--- src/rtl/nq_apb_pkg.sv ---
// Shared types and default widths for the NanoQuarter APB requester bridge.
package nq_apb_pkg;

    localparam int NQ_APB_ADDR_W = 6;
    localparam int NQ_APB_DATA_W = 16;

    typedef enum logic [1:0] {
        IDLE   = 2'd0,
        SETUP  = 2'd1,
        ACCESS = 2'd2
    } nq_apb_state_e;

endpackage

--- src/rtl/nq_apb_timeout.sv ---
// ACCESS wait-cycle counter; flags expiry on the wait cycle that brings the count to TIMEOUT.
module nq_apb_timeout #(
    parameter int TIMEOUT = 15
) (
    input  logic clk,
    input  logic rst,
    input  logic clr,
    input  logic inc,
    output logic expired
);

    localparam int CNT_W = $clog2(TIMEOUT + 1);

    logic [CNT_W-1:0] r_cnt;

    always_ff @(posedge clk) begin
        if (!rst) begin
            r_cnt <= '0;
        end else if (clr) begin
            r_cnt <= '0;
        end else if (inc && (r_cnt != CNT_W'(TIMEOUT))) begin
            r_cnt <= r_cnt + 1'b1;
        end
    end

    // Expiry is reported on the increment that reaches TIMEOUT, so the bridge
    // leaves ACCESS after exactly TIMEOUT unanswered wait cycles.
    assign expired = inc && (r_cnt == CNT_W'(TIMEOUT - 1));

endmodule

--- src/rtl/nq_apb_master.sv ---
// APB requester bridge for the stage-2 load/store path.
// Optional ACCESS timeout is built when NQ_APB_TIMEOUT_EN is defined.
//
//   state  | meaning
//   IDLE   | req_ready high, bus quiet, waiting for a request
//   SETUP  | psel high, penable low, address/data from captured request
//   ACCESS | psel and penable high, waiting on pready (or timeout)
module nq_apb_master
    import nq_apb_pkg::*;
#(
    parameter int ADDR_W  = NQ_APB_ADDR_W,
    parameter int DATA_W  = NQ_APB_DATA_W,
    parameter int TIMEOUT = 15
) (
    input  logic              clk,
    input  logic              rst,
    input  logic              req_valid,
    input  logic              req_write,
    input  logic [ADDR_W-1:0] req_addr,
    input  logic [DATA_W-1:0] req_wdata,
    output logic              req_ready,
    output logic              rsp_valid,
    output logic [DATA_W-1:0] rsp_rdata,
    output logic              rsp_err,
    output logic [ADDR_W-1:0] paddr,
    output logic              psel,
    output logic              penable,
    output logic              pwrite,
    output logic [DATA_W-1:0] pwdata,
    input  logic [DATA_W-1:0] prdata,
    input  logic              pready,
    input  logic              pslverr
);

    nq_apb_state_e     r_state;
    nq_apb_state_e     w_state_nxt;
    logic              w_done;
    logic              w_timed_out;
    logic              w_expired;
    logic              w_accept;

    logic [ADDR_W-1:0] r_paddr;
    logic              r_pwrite;
    logic [DATA_W-1:0] r_pwdata;
    logic              r_rsp_valid;
    logic              r_rsp_err;
    logic [DATA_W-1:0] r_rsp_rdata;

    if (TIMEOUT < 1) begin : g_bad_timeout
        $error("nq_apb_master: TIMEOUT must be at least 1");
    end

`ifdef NQ_APB_TIMEOUT_EN
    nq_apb_timeout #(
        .TIMEOUT (TIMEOUT)
    ) u_timeout (
        .clk     (clk),
        .rst     (rst),
        .clr     (r_state == SETUP),
        .inc     ((r_state == ACCESS) && !pready),
        .expired (w_expired)
    );
`else
    assign w_expired = 1'b0;
`endif

    assign w_accept = (r_state == IDLE) && req_valid;

    always_comb begin
        w_state_nxt = r_state;
        w_done      = 1'b0;
        w_timed_out = 1'b0;
        case (r_state)
            IDLE: begin
                if (req_valid) begin
                    w_state_nxt = SETUP;
                end
            end
            SETUP: begin
                w_state_nxt = ACCESS;
            end
            ACCESS: begin
                // A real responder answer wins over a coincident timeout.
                if (pready) begin
                    w_state_nxt = IDLE;
                    w_done      = 1'b1;
                end else if (w_expired) begin
                    w_state_nxt = IDLE;
                    w_done      = 1'b1;
                    w_timed_out = 1'b1;
                end
            end
            default: begin
                w_state_nxt = IDLE;
            end
        endcase
    end

    always_ff @(posedge clk) begin
        if (!rst) begin
            r_state     <= IDLE;
            r_paddr     <= '0;
            r_pwrite    <= 1'b0;
            r_pwdata    <= '0;
            r_rsp_valid <= 1'b0;
            r_rsp_err   <= 1'b0;
            r_rsp_rdata <= '0;
        end else begin
            r_state     <= w_state_nxt;
            r_rsp_valid <= w_done;
            if (w_accept) begin
                r_paddr  <= req_addr;
                r_pwrite <= req_write;
                r_pwdata <= req_wdata;
            end
            if (w_done) begin
                r_rsp_err <= w_timed_out | pslverr;
                if (!w_timed_out && !r_pwrite) begin
                    r_rsp_rdata <= prdata;
                end
            end
        end
    end

    assign req_ready = (r_state == IDLE);
    assign psel      = (r_state != IDLE);
    assign penable   = (r_state == ACCESS);
    assign paddr     = r_paddr;
    assign pwrite    = r_pwrite;
    assign pwdata    = r_pwdata;
    assign rsp_valid = r_rsp_valid;
    assign rsp_err   = r_rsp_err;
    assign rsp_rdata = r_rsp_rdata;

endmodule
--- config.mk ---
export PLATFORM = sky130hd
export DESIGN_NAME = nq_apb_master
export DESIGN_NICKNAME = d
export VERILOG_FILES = /design/src/rtl/nq_apb_pkg.sv /design/src/rtl/nq_apb_timeout.sv /design/src/rtl/nq_apb_master.sv
export SDC_FILE = /design/constraint.sdc
export NUM_CORES = 1
export LEC_CHECK = 0
export ABC_AREA = 1
export BUFFER_PORTS_ARGS = -buffer_cell sky130_fd_sc_hd__clkbuf_2
export CORE_ASPECT_RATIO = 2
export CORE_MARGIN = 5
export CORE_UTILIZATION = 30
export CTS_BUF_LIST = sky130_fd_sc_hd__clkbuf_8
export CTS_CLUSTER_SIZE = 12
export DETAILED_ROUTE_END_ITERATION = 6
export PLACE_DENSITY = 0.59
export SETUP_SLACK_MARGIN = 0.2
export SLEW_MARGIN = 25
export SYNTH_ARGS = -nofsm -noshare
export SYNTH_HDL_FRONTEND = slang
export SYNTH_HIERARCHICAL = 1
export SYNTH_SLANG_ARGS = --single-unit
export TNS_END_PERCENT = 1
--- constraint.sdc ---
create_clock -name clk -period 2.1 [get_ports clk]
set_input_delay 0.63 -clock clk [delete_from_list [all_inputs] [get_ports clk]]
set_output_delay 0.63 -clock clk [all_outputs]
set_load 0.02 [all_outputs]
==> flow_metrics.tcl, run 1 <==
set metrics [dict create \
    status "completed" \
    insertedDiodeCount 0 \
    hp-class "flop to flop" \
    netlist_top_cells_area "dfxtp_1 50%, nor2_1 18%, o21ai_1 6.7%" \
    dp_hpwl_um 3290 \
    die_width_um 63.4 \
    placed_area_mm2 0.00215 \
    wl_met2_um 2030 \
    wl_met3_um 425 \
    slew_headroom_pct 71.4 \
    grt_max_degree 42 \
    clk_pin_slew_ns 0.08 \
    ant_nets 0 \
    clock_sinks 43 \
    dieArea_mm2 0.00740 \
    synth.ff_latch_count 43 \
    max-clock-path-buffers 2 \
    p_leak_nw 1.16 \
    powerDensity_mw_per_mm2 787 \
    synth_top_area_share_pct 50.4 \
    via_per_inst 4.49 \
    vdd_drop_max_v 0.000534 \
    fin_area_mm2 0.00223 \
    rows 39 \
    max_freq_ghz 0.566 \
    overflow 0 \
    drt-met1-wl_um 1800 \
    fin_cells 370 \
    top_layer "met4" \
    drv_slew 0 \
    layout-drive-gt1-share_pct 35.0 \
    drtIter0Drc 60 \
    syn_inst 224 \
    portBuffers 87 \
    gp_congestion 0.718 \
    coreArea_mm2 0.00561 \
    drcViolationCount 0 \
    setup_tns_ns 0 \
    syn2layout_area_growth_pct 30.7 \
    ys_seq_area_share_pct 50.4 \
    grt_first_pass_wirelength_um 7240 \
    clk_latency_ns 0.29 \
    yosys.area.top_type "dfxtp_1" \
    hold_viol_final 0 \
    vias 1662 \
    rsz0062_at_grt "no" \
    holdBufCountCts 0 \
    worstHoldStart "rsp_rdata[7]$_SDFFE_PN0P_" \
    cp.arrival_ns 1.14 \
    die_y_um 117 \
    setup_viol 0 \
    cap_viol_max_count 0 \
    ys.flop_type "dfxtp_1" \
    r2r_slack_ns 0.79 \
    wl_per_cell_um 11.7 \
    avgSynthCellArea_um2 7.63 \
    start_util_pct 30.5 \
    synth_nets 268 \
    synth.top_cells.by_count "80 x nor2_1, 43 x dfxtp_1, 23 x o21ai_1, 20 x inv_1, 17 x nand2_1" \
    htreeDepth 2 \
    post-route-period-util_pct 84.1 \
    cp.required_ns 1.47 \
    cp-start-kind "flop" \
    first_pass_iters 4 \
    cts_setup_buffers 0 \
    rr_startpoint "r_state[0]$_SDFFE_PN0P_" \
    cts_made_buffers 5 \
    min_period_ns 1.77 \
    wirelength_um 4340 \
    cts-root-buf "clkbuf_8" \
    ios 88 \
    syn_area_mm2 0.00171 \
    end_kind "output pin" \
    critPathLaunch "r_state[1]$_SDFFE_PN0P_" \
    async_flop_share_pct 0 \
    cp_max_fo 8 \
    synth_warnings 6 \
    cts_tree "built" \
    grt_pass1_vias 1615 \
    worstMarginPinSlew_ns 0.427 \
    grt_usage_pct 12.1 \
    antenna_found_initial 0 \
    yosysMostFrequentCell "nor2_1" \
    critical_path_class "flop to output pin" \
    dpl.cell_count 362 \
    skew_ns 0.00947 \
    synth_edf_count 0 \
    finalNetCount 352 \
    synth_cell_types 19 \
]
==> flip-flops by register name (all words and copies together) (netlist names) <==
signal / cells
rsp_valid: 1
pwrite: 1
r_state: 2
pwdata: 16
rsp_err: 1
paddr: 6
rsp_rdata: 16
==> area by class of cell <==
class,count,area (um^2)
inverters,22,85.1
flip-flops and latches,43,862
multi-input cells,146,671
clock buffers,5,68.8
fillers,623,3380
repair buffers,90,458
clock inverters,3,12.5
well taps,61,76.3
==> power breakdown <==
group	internal [W]	total [W]	leakage, nW	switching [W]
sequential	0.000875	0.000909	0.353	0.0000347
clock	0.000224	0.000490	0.0505	0.000266
combinational	0.000127	0.000359	0.752	0.000232
total	0.00122	0.00176	1.16	0.000533
==> critical path, cell delays in order, from the launching register on <==
cell and delay (ns):
dfxtp_2 0.38, inv_1 0.09, nor2_4 0.17, clkbuf_2 0.21
==> through the flow <==
stage,utilization (%),power [W],hold slack (ns),setup slack [ns]
3_5_place_dp,38.3,0.00129,0.471,0.562
5_1_grt,39.8,0.00187,0.519,0.260
4_1_cts,39.8,0.00180,0.490,0.237
2_1_floorplan,-,0.00117,0.533,0.662
6_report,39.8,0.00176,0.482,0.335
3_3_place_gp,38.3,0.00128,0.460,0.625
==> placed cells by master (no fill, tap or decap) <==
| cell | count |
|---|---|
| inv_4 | 1 |
| inv_2 | 1 |
| dfxtp_2 | 1 |
| clkinv_2 | 1 |
| nand3_2 | 2 |
| nand2_4 | 1 |
| clkbuf_2 | 87 |
| nand4_1 | 16 |
| o21ai_0 | 1 |
| nor2_4 | 3 |
| nand2_1 | 17 |
| o21ai_1 | 23 |
| a21oi_2 | 1 |
| dfxtp_1 | 42 |
| inv_1 | 22 |
| nor2_2 | 2 |
| nor2_1 | 80 |
| buf_4 | 3 |
| clkbuf_8 | 5 |
==> final timing paths <==
path                               end  cells past startpoint
max                            penable                      3
min          rsp_rdata[7]$_SDFFE_PN0P_                      2
max reg2reg    pwdata[14]$_SDFFE_PN0P_                      5
min reg2reg  rsp_rdata[7]$_SDFFE_PN0P_                      2
==> cell families after synthesis <==
group | Yosys count | share of synthesized area [%]
and+or+nand+nor | 121 | 31.7
DFF | 43 | 50.4
buffers and inverters | 35 | 10.4
AOI/OAI and AO/OA | 25 | 7.54
==> timing repair <==
| item | CTS | global route |
|---|---|---|
| resized for setup | 0 | 1 |
| setup endpoints to repair | 0 | 1 |
| endpoints found under the hold margin | 0 | 0 |
==> per-layer routing <==
| metal | global-route usage [%] | vias up |
|---|---|---|
| met2 | 20.0 | 67 |
| li1 | - | 865 |
| met1 | 13.7 | 723 |
| met5 | 0 | - |
| met3 | 5.29 | 7 |
| met4 | 4.58 | 0 |
No activity file was read; power rests on OpenSTA's default activity.
==> inputs of run 2 (changes only) <==
Settings changed: PLACE_DENSITY 0.59 to 0.61.
Clock period 2.1 ns to 1.6 ns, I/O delays scaled along.
==> run 2 against run 1 <==
Effect of this change:
- sequential power up 31%
- core utilization up 1.1 points
- power up 41%
- wire length about the same
- combinational power up 36%
- sequential share of layout area down 0.85 points
- hold slack worse by 0.056 ns
- register-to-register slack worse by 0.50 ns
- die area unchanged
- largest power group unchanged
==> flow_metrics.tcl, run 2 (synthesized netlist as in run 1, its figures left out) <==
set metrics [dict create \
    wirelength_um 4340 \
    fin_ws_ns 0.157 \
    grt_first_pass_wirelength_um 7590 \
    cts_tree "built" \
    gp_congestion 0.753 \
    htreeDepth 2 \
    antenna_found_initial 0 \
    rr_worst_depth 6 \
    drv_slew 0 \
    final_cell_mix "84 x clkbuf_2, 80 x nor2_1, 40 x dfxtp_1, 23 x o21ai_1, 20 x inv_1" \
    whs_path_depth 3 \
    cp_max_fo 3 \
    max_freq_ghz 0.693 \
    vias 1682 \
    hp-class "input port to flop" \
    drcViolationCount 0 \
    cp.required_ns 1.12 \
    coreArea_mm2 0.00561 \
    skew_ns 0.00383 \
    grt_usage_pct 12.3 \
    setup_viol 0 \
    start_util_pct 30.5 \
    portBuffers 87 \
    placed_area_mm2 0.00216 \
    rows 39 \
    finalPower_w 0.00247 \
    cp-start-kind "flop" \
    die_width_um 63.4 \
    drtIter0Drc 95 \
    first_pass_iters 4 \
    setup_tns_ns 0 \
    cp.arrival_ns 0.96 \
    status "completed" \
    critical_path_class "flop to output pin" \
    die_y_um 117 \
    layout-drive-gt1-share_pct 36.7 \
    ff_latch_area_um2 867 \
    clk_latency_ns 0.28 \
    clk_pin_slew_ns 0.08 \
    ant_nets 0 \
    grt_pass1_vias 1628 \
    clock_sinks 43 \
    place_ws_ns 0.271 \
    multiInputGateArea_um2 671 \
    cts-root-buf "clkbuf_8" \
    p_leak_nw 1.18 \
    fin_area_mm2 0.00230 \
    syn2layout_area_growth_pct 34.4 \
    cts_made_buffers 5 \
    grt_max_degree 26 \
    worstMarginPinSlew_ns 0.388 \
    rsz0062_at_grt "yes" \
    final_common_cell "clkbuf_2" \
    powerDensity_mw_per_mm2 1080 \
    post-route-period-util_pct 90.2 \
    wl_per_cell_um 11.7 \
    via_per_inst 4.52 \
    slew_headroom_pct 74.0 \
    finalNetCount 355 \
    finish.utilization_pct 40.9 \
    dp_hpwl_um 3360 \
    insertedDiodeCount 0 \
    hold_viol_final 0 \
    fill_cells 586 \
    cap_viol_max_count 0 \
    overflow 0 \
    end_kind "output pin" \
    ios 88 \
    min_period_ns 1.44 \
    max-clock-path-buffers 2 \
    vdd_drop_max_v 0.000706 \
    dieArea_mm2 0.00740 \
]
## run 2: routing by layer
metal | GRT usage (%) | part of all wire, % | vias up
met5 | 0 | 0 | -
met4 | 3.61 | 1.2 | 0
met3 | 5.20 | 12 | 7
met2 | 19.0 | 44 | 83
met1 | 15.5 | 43 | 717
li1 | - | - | 875
## run 2: cell type report
class,count,share of cell area [%]
Inverter,22,3.70
Tap cell,61,3.32
Sequential cell,43,37.7
Clock buffer,5,3.00
Clock inverter,2,1.47
Timing Repair Buffer,93,21.6
Multi-Input combinational cell,146,29.2
## run 2: critical path, cell delays in order, from the launching register on
cell and delay [ns]:
dfxtp_4 0.37, inv_1 0.07, nor2_4 0.11, buf_6 0.13
## run 2: path summary, 6_finish.rpt
kind,startpoint,end,slack (ns)
worst min-delay path,req_wdata[13],pwdata[13]$_SDFFE_PN0P_,0.43
worst max register to register,r_state[1]$_SDFFE_PN0P_,pwdata[15]$_SDFFE_PN0P_,0.29
worst min register to register,pwdata[9]$_SDFFE_PN0P_,pwdata[9]$_SDFFE_PN0P_,0.48
worst max-delay path,r_state[1]$_SDFFE_PN0P_,penable,0.16
## run 2: stage by stage
| stage | hold WS, ns | instances |
|---|---|---|
| 2_1_floorplan | 0.533 | 224 |
| 3_3_place_gp | 0.461 | 363 |
| 3_5_place_dp | 0.473 | 363 |
| 4_1_cts | 0.413 | 370 |
| 5_1_grt | 0.410 | 372 |
| 6_report | 0.426 | 372 |
## run 2: what timing repair did
action,CTS,global route
buffers inserted,0,2
pin swaps,1,1
resized for setup,4,9
hold buffers,0,0
gates cloned,0,0
endpoints found under the setup margin,4,5
## run 2: power breakdown
part	switching, W	leakage [nW]	internal [W]
clock	0.000338	0.0554	0.000451
sequential	0.0000457	0.354	0.00115
combinational	0.000308	0.769	0.000181
